==> config.mk <==
export PLATFORM = sky130hd
export DESIGN_NAME = snr_gate_controller
export DESIGN_NICKNAME = d
export VERILOG_FILES = /design/src/rtl/snr_gate_pkg.sv /design/src/rtl/snr_hysteresis.sv /design/src/rtl/snr_gate_controller.sv
export SDC_FILE = /design/constraint.sdc
export NUM_CORES = 1
export LEC_CHECK = 0
export CAP_MARGIN = 10
export CELL_PAD_IN_SITES_DETAIL_PLACEMENT = 0
export CELL_PAD_IN_SITES_GLOBAL_PLACEMENT = 2
export CORE_UTILIZATION = 42
export CTS_BUF_LIST = sky130_fd_sc_hd__clkbuf_4
export DETAILED_ROUTE_END_ITERATION = 7
export DONT_BUFFER_PORTS = 1
export PLACE_DENSITY_LB_ADDON = 0.1
export SKIP_LAST_GASP = 1
export SLEW_MARGIN = 0
export SYNTH_ARGS = -nofsm -noshare
export SYNTH_HDL_FRONTEND = slang
export SYNTH_HIERARCHICAL = 1
export SYNTH_SLANG_ARGS = --single-unit
==> constraint.sdc <==
create_clock -name clk -period 5.83 [get_ports clk]
set_input_delay 0.583 -clock clk [delete_from_list [all_inputs] [get_ports clk]]
set_output_delay 0.583 -clock clk [all_outputs]
set_load 0.05 [all_outputs]
==> src/rtl/snr_gate_pkg.sv <==
// Shared types and helpers for the SNR gate controller and its hysteresis block.
package snr_gate_pkg;

   typedef enum logic [1:0] {
      CALIBRATE = 2'd0,
      SETTLE    = 2'd1,
      MONITOR   = 2'd2
   } gate_state_t;

   localparam int SNR_FRAC = 8;

   // Whole dB to signed Q8.8.
   function automatic int db_to_q8(input int db);
      return db * (1 << SNR_FRAC);
   endfunction

   function automatic int max_int(input int a, input int b);
      return (a > b) ? a : b;
   endfunction

endpackage

==> src/rtl/snr_hysteresis.sv <==
// Debounced hysteresis gate: opens after HOLD_COUNT consecutive accepted samples at or
// above ON_THRESH, closes after HOLD_COUNT consecutive accepted samples below OFF_THRESH.
module snr_hysteresis
   import snr_gate_pkg::*;
#(
   parameter int SNR_WIDTH  = 16,
   parameter int ON_THRESH  = db_to_q8(12),
   parameter int OFF_THRESH = db_to_q8(6),
   parameter int HOLD_COUNT = 8
) (
   input  logic                        clk,
   input  logic                        reset,
   input  logic                        sample_en,
   input  logic signed [SNR_WIDTH-1:0] snr,
   input  logic                        clear,
   output logic                        gate,
   output logic                        change
);

   localparam int HW = $clog2(HOLD_COUNT + 1);
   localparam logic [HW-1:0] HOLD_LAST = HW'(HOLD_COUNT - 1);
   localparam logic signed [SNR_WIDTH-1:0] ON_Q  = SNR_WIDTH'(ON_THRESH);
   localparam logic signed [SNR_WIDTH-1:0] OFF_Q = SNR_WIDTH'(OFF_THRESH);

   logic          gate_reg;
   logic          change_reg;
   logic [HW-1:0] hold_reg;
   logic          qualify;

   // The threshold that matters depends on which way the gate would toggle.
   always_comb begin
      qualify = gate_reg ? (snr < OFF_Q) : (snr >= ON_Q);
   end

   always_ff @(posedge clk or negedge reset) begin
      if (!reset) begin
         gate_reg   <= 1'b0;
         change_reg <= 1'b0;
         hold_reg   <= '0;
      end else if (clear) begin
         // Forced close still reports a toggle if the gate was open.
         hold_reg   <= '0;
         gate_reg   <= 1'b0;
         change_reg <= gate_reg;
      end else if (sample_en && qualify) begin
         if (hold_reg == HOLD_LAST) begin
            hold_reg   <= '0;
            gate_reg   <= ~gate_reg;
            change_reg <= 1'b1;
         end else begin
            hold_reg   <= hold_reg + HW'(1);
            change_reg <= 1'b0;
         end
      end else begin
         if (sample_en) begin
            hold_reg <= '0;
         end
         change_reg <= 1'b0;
      end
   end

   assign gate   = gate_reg;
   assign change = change_reg;

endmodule

==> src/rtl/snr_gate_controller.sv <==
// Runs the noise-calibration window for snr_calculator, discards the settling SNR samples,
// then drives a debounced, hysteretic signal-present gate from the snr_db stream.
module snr_gate_controller
   import snr_gate_pkg::*;
#(
   parameter int SNR_WIDTH      = 16,
   parameter int DATA_WIDTH     = 16,
   parameter int CAL_SAMPLES    = 4096,
   parameter int SETTLE_SAMPLES = 256,
   parameter int ON_THRESH      = db_to_q8(12),
   parameter int OFF_THRESH     = db_to_q8(6),
   parameter int HOLD_COUNT     = 8
) (
   input  logic                        clk,
   input  logic                        reset,
   input  logic                        recal_req,
   input  logic                        audio_valid,
   input  logic [DATA_WIDTH-1:0]       noise_rms,
   input  logic signed [SNR_WIDTH-1:0] snr_db,
   input  logic                        snr_valid,
   output logic                        snr_ready,
   output logic                        quiet_period,
   output logic                        cal_done,
   output logic                        cal_fault,
   output logic                        gate_active,
   output logic                        gate_change,
   output logic [1:0]                  state_o
);

   localparam int CW = $clog2(max_int(CAL_SAMPLES, SETTLE_SAMPLES) + 1);
   localparam logic [CW-1:0] CAL_LAST    = CW'(CAL_SAMPLES - 1);
   localparam logic [CW-1:0] SETTLE_LAST = (SETTLE_SAMPLES > 0) ? CW'(SETTLE_SAMPLES - 1) : '0;

   gate_state_t   state_reg;
   logic [CW-1:0] sample_cnt_reg;
   logic          quiet_reg;
   logic          ready_reg;
   logic          cal_done_reg;
   logic          cal_fault_reg;
   logic          sample_en;
   logic          hyst_clear;

   always_ff @(posedge clk or negedge reset) begin
      if (!reset) begin
         state_reg      <= CALIBRATE;
         sample_cnt_reg <= '0;
         quiet_reg      <= 1'b1;
         ready_reg      <= 1'b0;
         cal_done_reg   <= 1'b0;
         cal_fault_reg  <= 1'b0;
      end else if (recal_req) begin
         // A request overrides whatever exit the current state would have taken.
         state_reg      <= CALIBRATE;
         sample_cnt_reg <= '0;
         quiet_reg      <= 1'b1;
         ready_reg      <= 1'b0;
      end else begin
         case (state_reg)
            CALIBRATE: begin
               if (audio_valid) begin
                  if (sample_cnt_reg == CAL_LAST) begin
                     cal_fault_reg  <= (noise_rms == '0);
                     cal_done_reg   <= 1'b1;
                     sample_cnt_reg <= '0;
                     state_reg      <= (SETTLE_SAMPLES == 0) ? MONITOR : SETTLE;
                     quiet_reg      <= 1'b0;
                     ready_reg      <= 1'b1;
                  end else begin
                     sample_cnt_reg <= sample_cnt_reg + CW'(1);
                  end
               end
            end
            SETTLE: begin
               if (audio_valid) begin
                  if (sample_cnt_reg == SETTLE_LAST) begin
                     sample_cnt_reg <= '0;
                     state_reg      <= MONITOR;
                  end else begin
                     sample_cnt_reg <= sample_cnt_reg + CW'(1);
                  end
               end
            end
            MONITOR: begin
               sample_cnt_reg <= '0;
            end
            default: begin
               state_reg      <= CALIBRATE;
               sample_cnt_reg <= '0;
               quiet_reg      <= 1'b1;
               ready_reg      <= 1'b0;
            end
         endcase
      end
   end

   // A faulted calibration keeps the gate shut until the next recalibration.
   assign sample_en  = snr_valid && ready_reg && (state_reg == MONITOR);
   assign hyst_clear = recal_req || (state_reg != MONITOR) || cal_fault_reg;

   snr_hysteresis #(
      .SNR_WIDTH (SNR_WIDTH),
      .ON_THRESH (ON_THRESH),
      .OFF_THRESH(OFF_THRESH),
      .HOLD_COUNT(HOLD_COUNT)
   ) u_hysteresis (
      .clk      (clk),
      .reset    (reset),
      .sample_en(sample_en),
      .snr      (snr_db),
      .clear    (hyst_clear),
      .gate     (gate_active),
      .change   (gate_change)
   );

   assign snr_ready    = ready_reg;
   assign quiet_period = quiet_reg;
   assign cal_done     = cal_done_reg;
   assign cal_fault    = cal_fault_reg;
   assign state_o      = state_reg;

endmodule

After elaboration in Yosys (flattened, before gate mapping). Cells that the tools add are included.

Flip-flop bits (word level): 25. Output and inout bits: 8. Logic and storage cells: 74.

Reductions and logical operators: 16. Eq/ne operators: 12. $add $sub $neg: 2. Magnitude comparators: 2. Bitwise gates (word level): 2. Multiplexer cells: 31.

Operators with widths (count): $mux 13 (5); $pmux 13 s2 (1); $ge 16x13->1 const B (1); $logic_not 16->1 (1); $lt 16x12->1 const B (1); $mux 4 (4); $add 13x1->13 const B (1); $eq 13x12->1 const B (1); $eq 13x8->1 const B (1); $mux 1 (13); $ne 3x3->1 const B (4); $mux 2 (5); $pmux 2 s3 (1); $reduce_and 5->1 (1); $add 4x1->4 const B (1); $eq 4x3->1 const B (1); $ne 2x2->1 const B (2); $pmux 1 s2 (2); $reduce_and 2->1 (2); $reduce_and 4->1 (1); $reduce_bool 2->1 (2); $logic_and 1x1->1 (3); $reduce_and 3->1 (1); $reduce_bool 3->1 (1); other kinds (7) (9).

Longest topological paths before layout. Gate-level depths: netlist (run 1).

Word-level depth: 5. Gate-level depth with buffers: 8. Depth with buffers taken out: 7.

By module. Netlist (run 1), hierarchy kept.

By module, submodules not included: snr_gate_controller (cells each 121, area an instance 1167.4 µm², times used 1); snr_hysteresis (cells each 45, area an instance 421.7 µm², times used 1).

Least setup slack after synthesis (run 1). No wires, ideal clock.

Kind: register -> register. From: reg state_reg[1] (netlist: state_o[1]). To: reg sample_cnt_reg[2]. Setup time: 0.125 ns. Path buffers: 1. Required time: 5.705 ns. Clock period less this slack: 2.075 ns. Arrival: 1.950 ns. Cell stages (with the launch flop): 8. Path slack: 3.755 ns. Path through: dfrtp_1 inv_1 ha_1 o21bai_1 or2_2 clkbuf_1 o21ai_0 o2bb2ai_1.

Cells in the longest elaborated chain, start to end: 3. Elaborated cells between the ends (all ways): 7. Classes of those cells: 3 x eq/ne; 2 x mux; 2 x reduce/logical.

RTL lines: start: declaration (RTL line snr_gate_controller.sv:34) `gate_state_t state_reg;`; start signal: assignment (RTL line snr_gate_controller.sv:65) `state_reg <= (SETTLE_SAMPLES == 0) ? MONITOR : SETTLE;`; $eq 2x1->1 / $logic_not 2->1 (equally long branches) (RTL line snr_gate_controller.sv:58) `case (state_reg)`; $pmux 13 s2 / $ne 3x3->1 (equally long branches); $mux 13 / $reduce_and 2->1 (equally long branches); end signal: assignment (RTL line snr_gate_controller.sv:69) `sample_cnt_reg <= sample_cnt_reg + CW'(1);`; end signal: assignment (RTL line snr_gate_controller.sv:79) `sample_cnt_reg <= sample_cnt_reg + CW'(1);`; end: declaration (RTL line snr_gate_controller.sv:35) `logic [CW-1:0] sample_cnt_reg;`.

Parallel ways exist; a longest one is shown, timed or not. A chain may end at the register's enable or synchronous reset.

Final worst setup path (run 1).
From: reg sample_cnt_reg[0]. To: reg sample_cnt_reg[0].

Cells in the longest elaborated chain, start to end: 5. Elaborated cells between the ends (all ways): 9. Classes of those cells: 1 x add/sub; 2 x eq/ne; 6 x mux.

RTL lines: $add 13x1->13, or another cell as far along (RTL line snr_gate_controller.sv:69, snr_gate_controller.sv:79); $mux 13, on equally long branches (RTL line snr_gate_controller.sv:75, snr_gate_controller.sv:61); $mux 13, on equally long branches (RTL line snr_gate_controller.sv:74, snr_gate_controller.sv:60); $pmux 13 s2 * (RTL line snr_gate_controller.sv:58); $mux 13 * (RTL line snr_gate_controller.sv:51) `end else if (recal_req) begin`.

Mark *: on every way between the ends. The rest lies on a longest branch, timed or not. The select of a mux whose other input is x is not followed.

==> summary.md, run 1 <==
| Metric | Value |
|---|---|
| H-tree levels | `1` |
| Post-Route Setup TNS | `0 ps` |
| Root Driver | `clkbuf_4` |
| Final period util | `43.13%` |
| Row cnt | `21` |
| Slowest-stage cell, CP | `o41ai_1` |
| FILL cells | `349` |
| Chip Width | `63.51 microns` |
| First-pass GRT wire length | `5.692 mm` |
| Starting Density | `45.82%` |
| Max Clock Freq | `397.7 MHz` |
| Leak | `0.7111 nW` |
| Hold Path Class | `input port to async pin` |
| Largest net degree at the start of global routing | `25` |
| TritonCTS Buffers | `3` |
| IO Port Bufs | `0` |
| Final #Nets | `212` |
| Router iterations before antenna repair | `5` |
| Syn Nets | `209` |
| N_diodes | `0` |
| Post-CTS Setup Bufs | `0` |
| Main area contributors after synthesis | `dfrtp_1, ha_1, nand2b_1` |
| Kind of critical path | `register to register` |
| Placeable Area | `3468 sq um` |
| Worst path max stage delay | `900 ps` |
| Synth Flop Type | `dfrtp_1` |
| Min Tclk post-route | `2514 ps` |
| Total GRT Usage | `17.93%` |
| Area leader, netlist | `dfrtp_1` |
| Top cell type's share of synthesized area | `37.80%` |
| Clock-pin transition on the worst setup and hold timing paths | `140 ps` |
| Worst Path Arrival | `2730 ps` |
| Post-Synthesis Cell Area | `1589 sq um` |
| CTS tree | `done` |
| Initial antenna violation count | `0` |
| Setup crit end kind | `register` |
| Die area | `4034 sq um` |
| EDFF count, synth | `0` |
| CP cell instances | `ha_1 -> nand3_2 -> o41ai_1 -> nand2_2 -> nand2_1 -> o21ai_0` |
| Slew HR | `35.10%` |
| Syn Area/Cell | `9.572 sq um` |
| Iter 0 DRT Violations | `64` |
| Grt total ovfl | `0` |
| Outcome | `finished clean` |
| Number of remaining DRC errors | `0` |
| Max Cap Viol | `0` |
| Post-synth ARST share | `100.0%` |
| Clk_skew | `9.755 ps` |
| Area delta synth->final | `5.985%` |
| Sequential area share after synthesis | `39.45%` |
| Dpl ws | `3370 ps` |
| Avg WL per Cell | `15.29 microns` |
| Final worst slack | `3316 ps` |
| Die Ht | `63.51 microns` |
| Setup-failing EPs final | `0` |
| Clock sinks | `25` |
| Synth Register Bits | `25` |
| Most frequent cells in the layout | `dfrtp_1, nand2_1, a21oi_1` |
| RSZ-0062 raised after global routing | `no` |
| Clock Tree Buf Depth | `2` |
| PwrDens | `171.0 nW/um^2` |
| Max Slew Vio Count | `0` |
| Req. time, crit path | `6040 ps` |
| Fraction of layout cells with a size suffix above 1 | `13.69%` |
| Routed wire length | `3.272 mm` |
| Placer Congestion | `0.7793` |
| CP bufs+invs | `0` |
| Cells after synthesis | `166` |
| Antenna Nets Post-Route | `0` |
| Via-to-Cell Ratio | `5.930` |
| Io pins | `45` |
| CP top delay family | `compound AO/OA/AOI/OAI gates` |
| YS warnings | `6` |
| Largest register FFs | `13` |
| Crit start category | `register` |
| Slew @ Worst Pin | `960.9 ps` |
| Vias in the first global route | `1235` |
| Unique masters post-synth | `50` |
| Peak supply drop | `163.7 uV` |
| Clk Latency, worst-skew pair | `320 ps` |
| Final Hold Vio Count | `0` |
| Crit path max fanout | `9` |
| Dpl hpwl | `2.400 mm` |
| Commonest non-fill, non-tap cell in the layout | `dfrtp_1` |
| Via count | `1269` |
==> Yosys cell counts, types with 2 or more instances <==
cell and n:
dfrtp_1 24, nand2_1 15, a21oi_1 11, nand2b_1 10
nor2_1 9, inv_1 7, a31oi_1 6, ha_1 6
o21ai_0 6, and3_1 5, nor2b_1 4, nor4_1 4
o31ai_1 4, nand4_1 3, nor3_1 3, o22ai_1 3
a211oi_2 2, and2_1 2, and4_1 2, clkbuf_1 2
mux2i_1 2, nand3_1 2, nand3b_1 2, o21ai_1 2
o21ai_2 2, o21bai_1 2, o41ai_2 2, or4_4 2
==> stage by stage <==
| step | power [mW] | utilization [%] | hold WS, ps | cells | cell area [sq um] |
|---|---|---|---|---|---|
| 2_1_floorplan | 0.1996 | - | 287.4 | 166 | 1589 |
| 3_3_place_gp | 0.2027 | 47.11 | 287.9 | 209 | 1634 |
| 3_5_place_dp | 0.2033 | 47.11 | 288.4 | 209 | 1634 |
| 4_1_cts | 0.2931 | 48.56 | 47.50 | 214 | 1684 |
| 5_1_grt | 0.3033 | 48.56 | 36.57 | 214 | 1684 |
| 6_report | 0.2880 | 48.56 | 50.45 | 214 | 1684 |
==> cell families (layout without fill, tap and decap cells) <==
logic type,after synthesis,count (layout),synth area share [%]
multiplexers,2,2,1.260
AND/OR/NAND/NOR,71,71,26.69
XOR/XNOR,2,2,1.103
buffers and inverters,10,12,2.441
flip-flops,25,25,39.45
AO/OA/AOI/OAI,50,50,24.33
adder cells (fa/ha/maj),6,6,4.724
==> routing by layer <==
metal | track usage [%] | vias to the layer above | part of all wire (%)
li1 | - | 632 | -
met1 | 24.69 | 587 | 48
met2 | 28.19 | 48 | 44
met3 | 5.254 | 2 | 7.1
met4 | 2.557 | 0 | 0.55
met5 | 0 | - | 0
==> power breakdown <==
| group | switching (mW) | internal, mW | leakage [nW] | total [mW] |
|---|---|---|---|---|
| registers | 0.00406 | 0.177 | 0.338 | 0.181 |
| logic | 0.0145 | 0.00934 | 0.354 | 0.0239 |
| clock network | 0.0518 | 0.0314 | 0.0184 | 0.0832 |
| total | 0.0704 | 0.218 | 0.711 | 0.288 |
==> cell type report <==
class,count,area (sq um),area share (%)
Timing Repair Buffer,1,20.02,1.189
Inverter,7,26.28,1.560
Clock buffer,4,30.03,1.783
Tap cell,46,57.56,3.418
Multi-Input combinational cell,131,923.4,54.83
Sequential cell,25,626.9,37.22
==> timing repair <==
item,CTS,global route
hold buffers,1,0
gates resized for setup,0,0
hold endpoints to repair,24,0
==> final timing paths <==
path / end / cells past startpoint / start / slack (ps)
max in group asynchronous: sample_cnt_reg[11] / 1 / reset / 5630
worst max register to register: sample_cnt_reg[0] / 6 / sample_cnt_reg[0] / 3320
min in group clk: state_o[0] / 1 / recal_req / 310
worst min-delay path: sample_cnt_reg[3] / 1 / reset / 50
worst max-delay path: sample_cnt_reg[0] / 6 / sample_cnt_reg[0] / 3320
worst min register to register: u_hysteresis/hold_reg[0] / 1 / u_hysteresis/hold_reg[0] / 540
Power figures use the tool's default switching activity.
==> run 2: changes to the inputs <==
--- a/config.mk
+++ b/config.mk
@@ -8,7 +8,7 @@
 export CAP_MARGIN = 10
 export CELL_PAD_IN_SITES_DETAIL_PLACEMENT = 0
 export CELL_PAD_IN_SITES_GLOBAL_PLACEMENT = 2
-export CORE_UTILIZATION = 42
+export CORE_UTILIZATION = 35
 export CTS_BUF_LIST = sky130_fd_sc_hd__clkbuf_4
 export DETAILED_ROUTE_END_ITERATION = 7
 export DONT_BUFFER_PORTS = 1
==> constraint.sdc (replaced) <==
create_clock -name clk -period 2.1 [get_ports clk]
set_input_delay 0.21 -clock clk [delete_from_list [all_inputs] [get_ports clk]]
set_output_delay 0.21 -clock clk [all_outputs]
set_load 0.05 [all_outputs]
==> summary.md, run 2 (synthesis gave the netlist of run 1 again) <==
| Metric | Value |
|---|---|
| Max Slew Vio Count | `0` |
| FF+latch area | `628.1 sq um` |
| Antenna Nets Post-Route | `0` |
| PwrDens | `441.3 nW/um^2` |
| Kind of critical path | `register to register` |
| First-pass GRT wire length | `6.120 mm` |
| Largest net degree at the start of global routing | `26` |
| Area delta synth->final | `12.99%` |
| Root Driver | `clkbuf_4` |
| Leak | `0.7717 nW` |
| Final Hold Vio Count | `0` |
| Slew @ Worst Pin | `488.7 ps` |
| Max Clock Freq | `500.5 MHz` |
| Starting Density | `36.49%` |
| DP Area | `1724 sq um` |
| Iter 0 DRT Violations | `33` |
| Most frequent cells in the layout | `dfrtp_1, nand2_1, a21oi_1, buf_4, nand2b_1` |
| Outcome | `finished clean` |
| Avg WL per Cell | `14.79 microns` |
| Post-route cell area | `1795 sq um` |
| Setup crit end kind | `register` |
| Crit start category | `register` |
| Router iterations before antenna repair | `4` |
| Initial antenna violation count | `0` |
| Max Cap Viol | `0` |
| Routed wire length | `3.447 mm` |
| Req. time, crit path | `2340 ps` |
| FILL cells | `424` |
| Placer Congestion | `0.7660` |
| Clk Latency, worst-skew pair | `310 ps` |
| Peak supply drop | `146.8 uV` |
| Grt total ovfl | `0` |
| Area of the multi-input gates | `925.9 sq um` |
| Final #Nets | `225` |
| Clk_skew | `2.710 ps` |
| Min Tclk post-route | `1998 ps` |
| Crit path max fanout | `6` |
| Fraction of layout cells with a size suffix above 1 | `19.89%` |
| Largest register FFs | `13` |
| Placeable Area | `4354 sq um` |
| Clock Tree Buf Depth | `2` |
| Post-Route Setup TNS | `0 ps` |
| Via count | `1295` |
| Slew HR | `67.30%` |
| Total GRT Usage | `15.63%` |
| Number of remaining DRC errors | `0` |
| Setup-failing EPs final | `0` |
| Clock sinks | `25` |
| H-tree levels | `1` |
| Row cnt | `24` |
| Final period util | `95.14%` |
| N_diodes | `0` |
| Dpl ws | `69.62 ps` |
| Final Core Density | `41.24%` |
| Pwr Total | `0.7924 mW` |
| Io pins | `45` |
| Commonest non-fill, non-tap cell in the layout | `dfrtp_1` |
| RSZ-0062 raised after global routing | `yes` |
| Vias in the first global route | `1314` |
| Via-to-Cell Ratio | `5.558` |
| Hold Path Class | `input port to register` |
| Final worst slack | `102.1 ps` |
| Die Ht | `69.38 microns` |
| Worst Path Arrival | `2230 ps` |
| Dpl hpwl | `2.633 mm` |
| CTS tree | `done` |
| Clock-pin transition on the worst setup and hold timing paths | `140 ps` |
| Die area | `4814 sq um` |
| IO Port Bufs | `0` |
| TritonCTS Buffers | `3` |
| Chip Width | `69.38 microns` |
| Post-CTS Setup Bufs | `0` |
run 2: cell count changes in the layout (fill, tap and decap cells not counted):
cell           delta
clkbuf_4          -1
nand2_1           -1
buf_4            +11
dlygate4sd3_1     +2
dfrtp_2           +1
clkinv_2          +1
dfrtp_1           -1
nand2_2           +1
run 2: layout make-up:
cell class,count,share of cell area [%]
timing repair buffer,14,6.829
clock buffer,3,1.254
tap,52,3.624
clock inverter,1,0.2787
sequential,25,34.98
multi-input combinational,131,51.57
inverter,7,1.463
run 2: critical path: stages, from the launching register on:
cell	delay [ps]
dfrtp_2	470
or4_4	500
or4_4	440
a21oi_4	180
a21oi_1	100
a211oi_2	230
run 2: routing by layer:
metal / wire, microns / track usage, % / vias to the layer above
li1: - / - / 650
met1: 1641 / 20.95 / 617
met2: 1695 / 27.08 / 26
met3: 85 / 1.744 / 2
met4: 24 / 3.401 / 0
met5: 0 / 0 / -
run 2: report_power, final:
group / total (mW) / internal, mW / switching, mW / leakage, nW
Clock: 0.216 / 0.0712 / 0.145 / 0.0177
Combinational: 0.0742 / 0.0312 / 0.0431 / 0.417
Sequential: 0.502 / 0.491 / 0.0109 / 0.337
run 2: what timing repair did:
action                                  in CTS  in global routing
gates resized for setup                      0                  2
endpoints found under the hold margin       26                  0
endpoints found under the setup margin       0                  7
hold buffers                                 3                  0
run 2: metrics by stage:
| stage | hold slack [ps] | cells |
|---|---|---|
| floorplan | -85.59 | 166 |
| global placement | -84.92 | 226 |
| detailed placement | -84.61 | 226 |
| CTS | 45.48 | 233 |
| global route | 44.15 | 233 |
| finish | 54.54 | 233 |
run 2: final timing paths:
kind	endpoint	slack [ps]	startpoint	cells past startpoint
max in group asynchronous	quiet_period	1570	reset	2
worst min-delay path	state_o[1]	50	recal_req	2
worst max register to register	state_o[0]	100	sample_cnt_reg[8]	5
min in group asynchronous	cal_fault	300	reset	2
worst max-delay path	state_o[0]	100	sample_cnt_reg[8]	5
worst min register to register	sample_cnt_reg[7]	540	sample_cnt_reg[7]	1
==> run 3: changes to the inputs <==
--- a/config.mk
+++ b/config.mk
@@ -10,6 +10,7 @@
 export CELL_PAD_IN_SITES_GLOBAL_PLACEMENT = 2
 export CORE_UTILIZATION = 35
 export CTS_BUF_LIST = sky130_fd_sc_hd__clkbuf_4
+export CTS_CLUSTER_DIAMETER = 200
 export DETAILED_ROUTE_END_ITERATION = 7
 export DONT_BUFFER_PORTS = 1
 export PLACE_DENSITY_LB_ADDON = 0.1
@@ -19,3 +20,4 @@
 export SYNTH_HDL_FRONTEND = slang
 export SYNTH_HIERARCHICAL = 1
 export SYNTH_SLANG_ARGS = --single-unit
+export TNS_END_PERCENT = 100
==> constraint.sdc (replaced) <==
create_clock -name clk -period 1.7 [get_ports clk]
set_input_delay 0.17 -clock clk [delete_from_list [all_inputs] [get_ports clk]]
set_output_delay 0.17 -clock clk [all_outputs]
set_load 0.05 [all_outputs]
==> summary.md, run 3 (synthesis gave the netlist of run 1 again) <==
| Metric | Value |
|---|---|
| Crit path from | `sample_cnt_reg[9]` |
| Largest register FFs | `13` |
| DP Area | `1962 sq um` |
| Antenna Nets Post-Route | `0` |
| Max Cap Viol | `0` |
| Clock sinks | `25` |
| Via count | `1510` |
| Leak | `0.9877 nW` |
| Slew HR | `68.74%` |
| Dpl hpwl | `2.985 mm` |
| Placer Congestion | `0.8669` |
| Avg WL per Cell | `15.75 microns` |
| Io pins | `45` |
| FF+latch area | `629.4 sq um` |
| R2r endpoint | `sample_cnt_reg[12]` |
| Hold Path Class | `input port to register` |
| Routed wire length | `4.222 mm` |
| Most frequent cells in the layout | `buf_4, dfrtp_1, nand2_1` |
| First-pass GRT wire length | `6.872 mm` |
| Clock Tree Buf Depth | `2` |
| FF-to-FF Start | `sample_cnt_reg[9]` |
| Outcome | `finished, violations left` |
| Reg2reg path depth | `5` |
| IO Port Bufs | `0` |
| Final Hold Slack | `11.36 ps` |
| Router iterations before antenna repair | `4` |
| Final #Nets | `260` |
| Final Hold Vio Count | `0` |
| Crit start category | `register` |
| Slowest-stage cell, CP | `or4_4` |
| Via-to-Cell Ratio | `5.634` |
| Initial antenna violation count | `0` |
| Post-Layout Cell Count | `268` |
| Area delta synth->final | `37.64%` |
| Inst Count DP | `253` |
| Number of remaining DRC errors | `0` |
| Final worst slack | `-178.8 ps` |
| Clk_skew | `5.103 ps` |
| Max Slew Vio Count | `0` |
| Chip Width | `69.38 microns` |
| Max Clock Freq | `532.3 MHz` |
| Area of the multi-input gates | `1046 sq um` |
| Row cnt | `24` |
| Largest net degree at the start of global routing | `26` |
| Worst path max stage delay | `560 ps` |
| Flop2flop setup slack | `-180 ps` |
| Kind of critical path | `register to register` |
| Placeable Area | `4354 sq um` |
| Setup crit end kind | `register` |
| Vias in the first global route | `1464` |
| Clock-pin transition on the worst setup and hold timing paths | `140 ps` |
| Clk Latency, worst-skew pair | `330 ps` |
| Commonest non-fill, non-tap cell in the layout | `buf_4` |
| PwrDens | `480.6 nW/um^2` |
| TritonCTS Buffers | `3` |
| Worst Path Arrival | `2110 ps` |
| Post-Route Setup TNS | `-1850 ps` |
| Final period util | `110.5%` |
| CP cell instances | `or4_4 -> o41ai_4 -> and2_4 -> o21ai_2 -> a32o_1` |
| Root Driver | `clkbuf_4` |
| Crit path max fanout | `4` |
| CP endpoint | `sample_cnt_reg[12]` |
| Die Ht | `69.38 microns` |
| Iter 0 DRT Violations | `97` |
| Post-route cell area | `2187 sq um` |
| Total GRT Usage | `17.70%` |
| Slew @ Worst Pin | `468.9 ps` |
| Grt total ovfl | `0` |
| Die area | `4814 sq um` |
| RSZ-0062 raised after global routing | `yes` |
| CTS tree | `done` |
| N_diodes | `0` |
| Starting Density | `36.49%` |
| Req. time, crit path | `1930 ps` |
| Failing checks | `setup timing` |
| Peak supply drop | `262.7 uV` |
| Setup-failing EPs final | `15` |
| Min Tclk post-route | `1879 ps` |
| Fraction of layout cells with a size suffix above 1 | `41.67%` |
| H-tree levels | `1` |
| FILL cells | `409` |
run 3: report_power, final:
part / total, mW / internal, mW / switching [mW]
combinational: 0.156 / 0.0768 / 0.0793
clock: 0.281 / 0.0883 / 0.192
sequential: 0.614 / 0.606 / 0.00760
total: 1.05 / 0.772 / 0.279
run 3: cell type report:
type                    instances  area share, %
multi-input cells             132          47.83
flip-flops and latches         25          28.78
repair buffers                 48          17.96
clock inverters                 1         0.2288
inverters                       7          1.201
clock buffers                   3          1.030
well taps                      52          2.975
run 3: worst min path at each step:
stage	cells after the start	from	end	slack [ps]
floorplan	0	reset	cal_done	-130
global placement	0	reset	u_hysteresis/hold_reg[2]	-120
detailed placement	0	reset	u_hysteresis/hold_reg[2]	-130
CTS	1	recal_req	state_o[0]	-130
global route	2	recal_req	state_o[1]	3
finish	2	recal_req	state_o[1]	10
run 3: critical path, delay by kind of cell, from the launching register on:
family             cells  cell delay (ps)
DFF                    1              400
AOI/OAI and AO/OA      3              570
and+or+nand+nor        2              820
run 3: timing repair:
item	4_1_cts	5_1_grt
hold endpoints to repair	27	3
gates cloned	1	0
pin swaps	9	7
setup buffers	3	2
setup endpoints to repair	16	21
hold buffers	3	3
gates resized for setup	17	14
run 3: per-layer routing:
metal / vias up / wire [microns] / part of all wire (%) / track usage [%]
met5: - / 0 / 0 / 0
met4: 0 / 44 / 1.0 / 3.855
met3: 6 / 140 / 3.3 / 3.488
met2: 50 / 2130 / 50 / 30.85
met1: 725 / 1907 / 45 / 22.59
li1: 729 / - / - / -
run 3: per-stage QoR:
step	util [%]	total power [mW]	setup slack [ps]
finish	50.23	1.051	-178.8
global placement	45.06	0.7298	-174.3
floorplan	-	0.6881	-181.4
CTS	48.25	1.051	-202.9
global route	50.23	1.126	-248.6
detailed placement	45.06	0.7320	-205.8
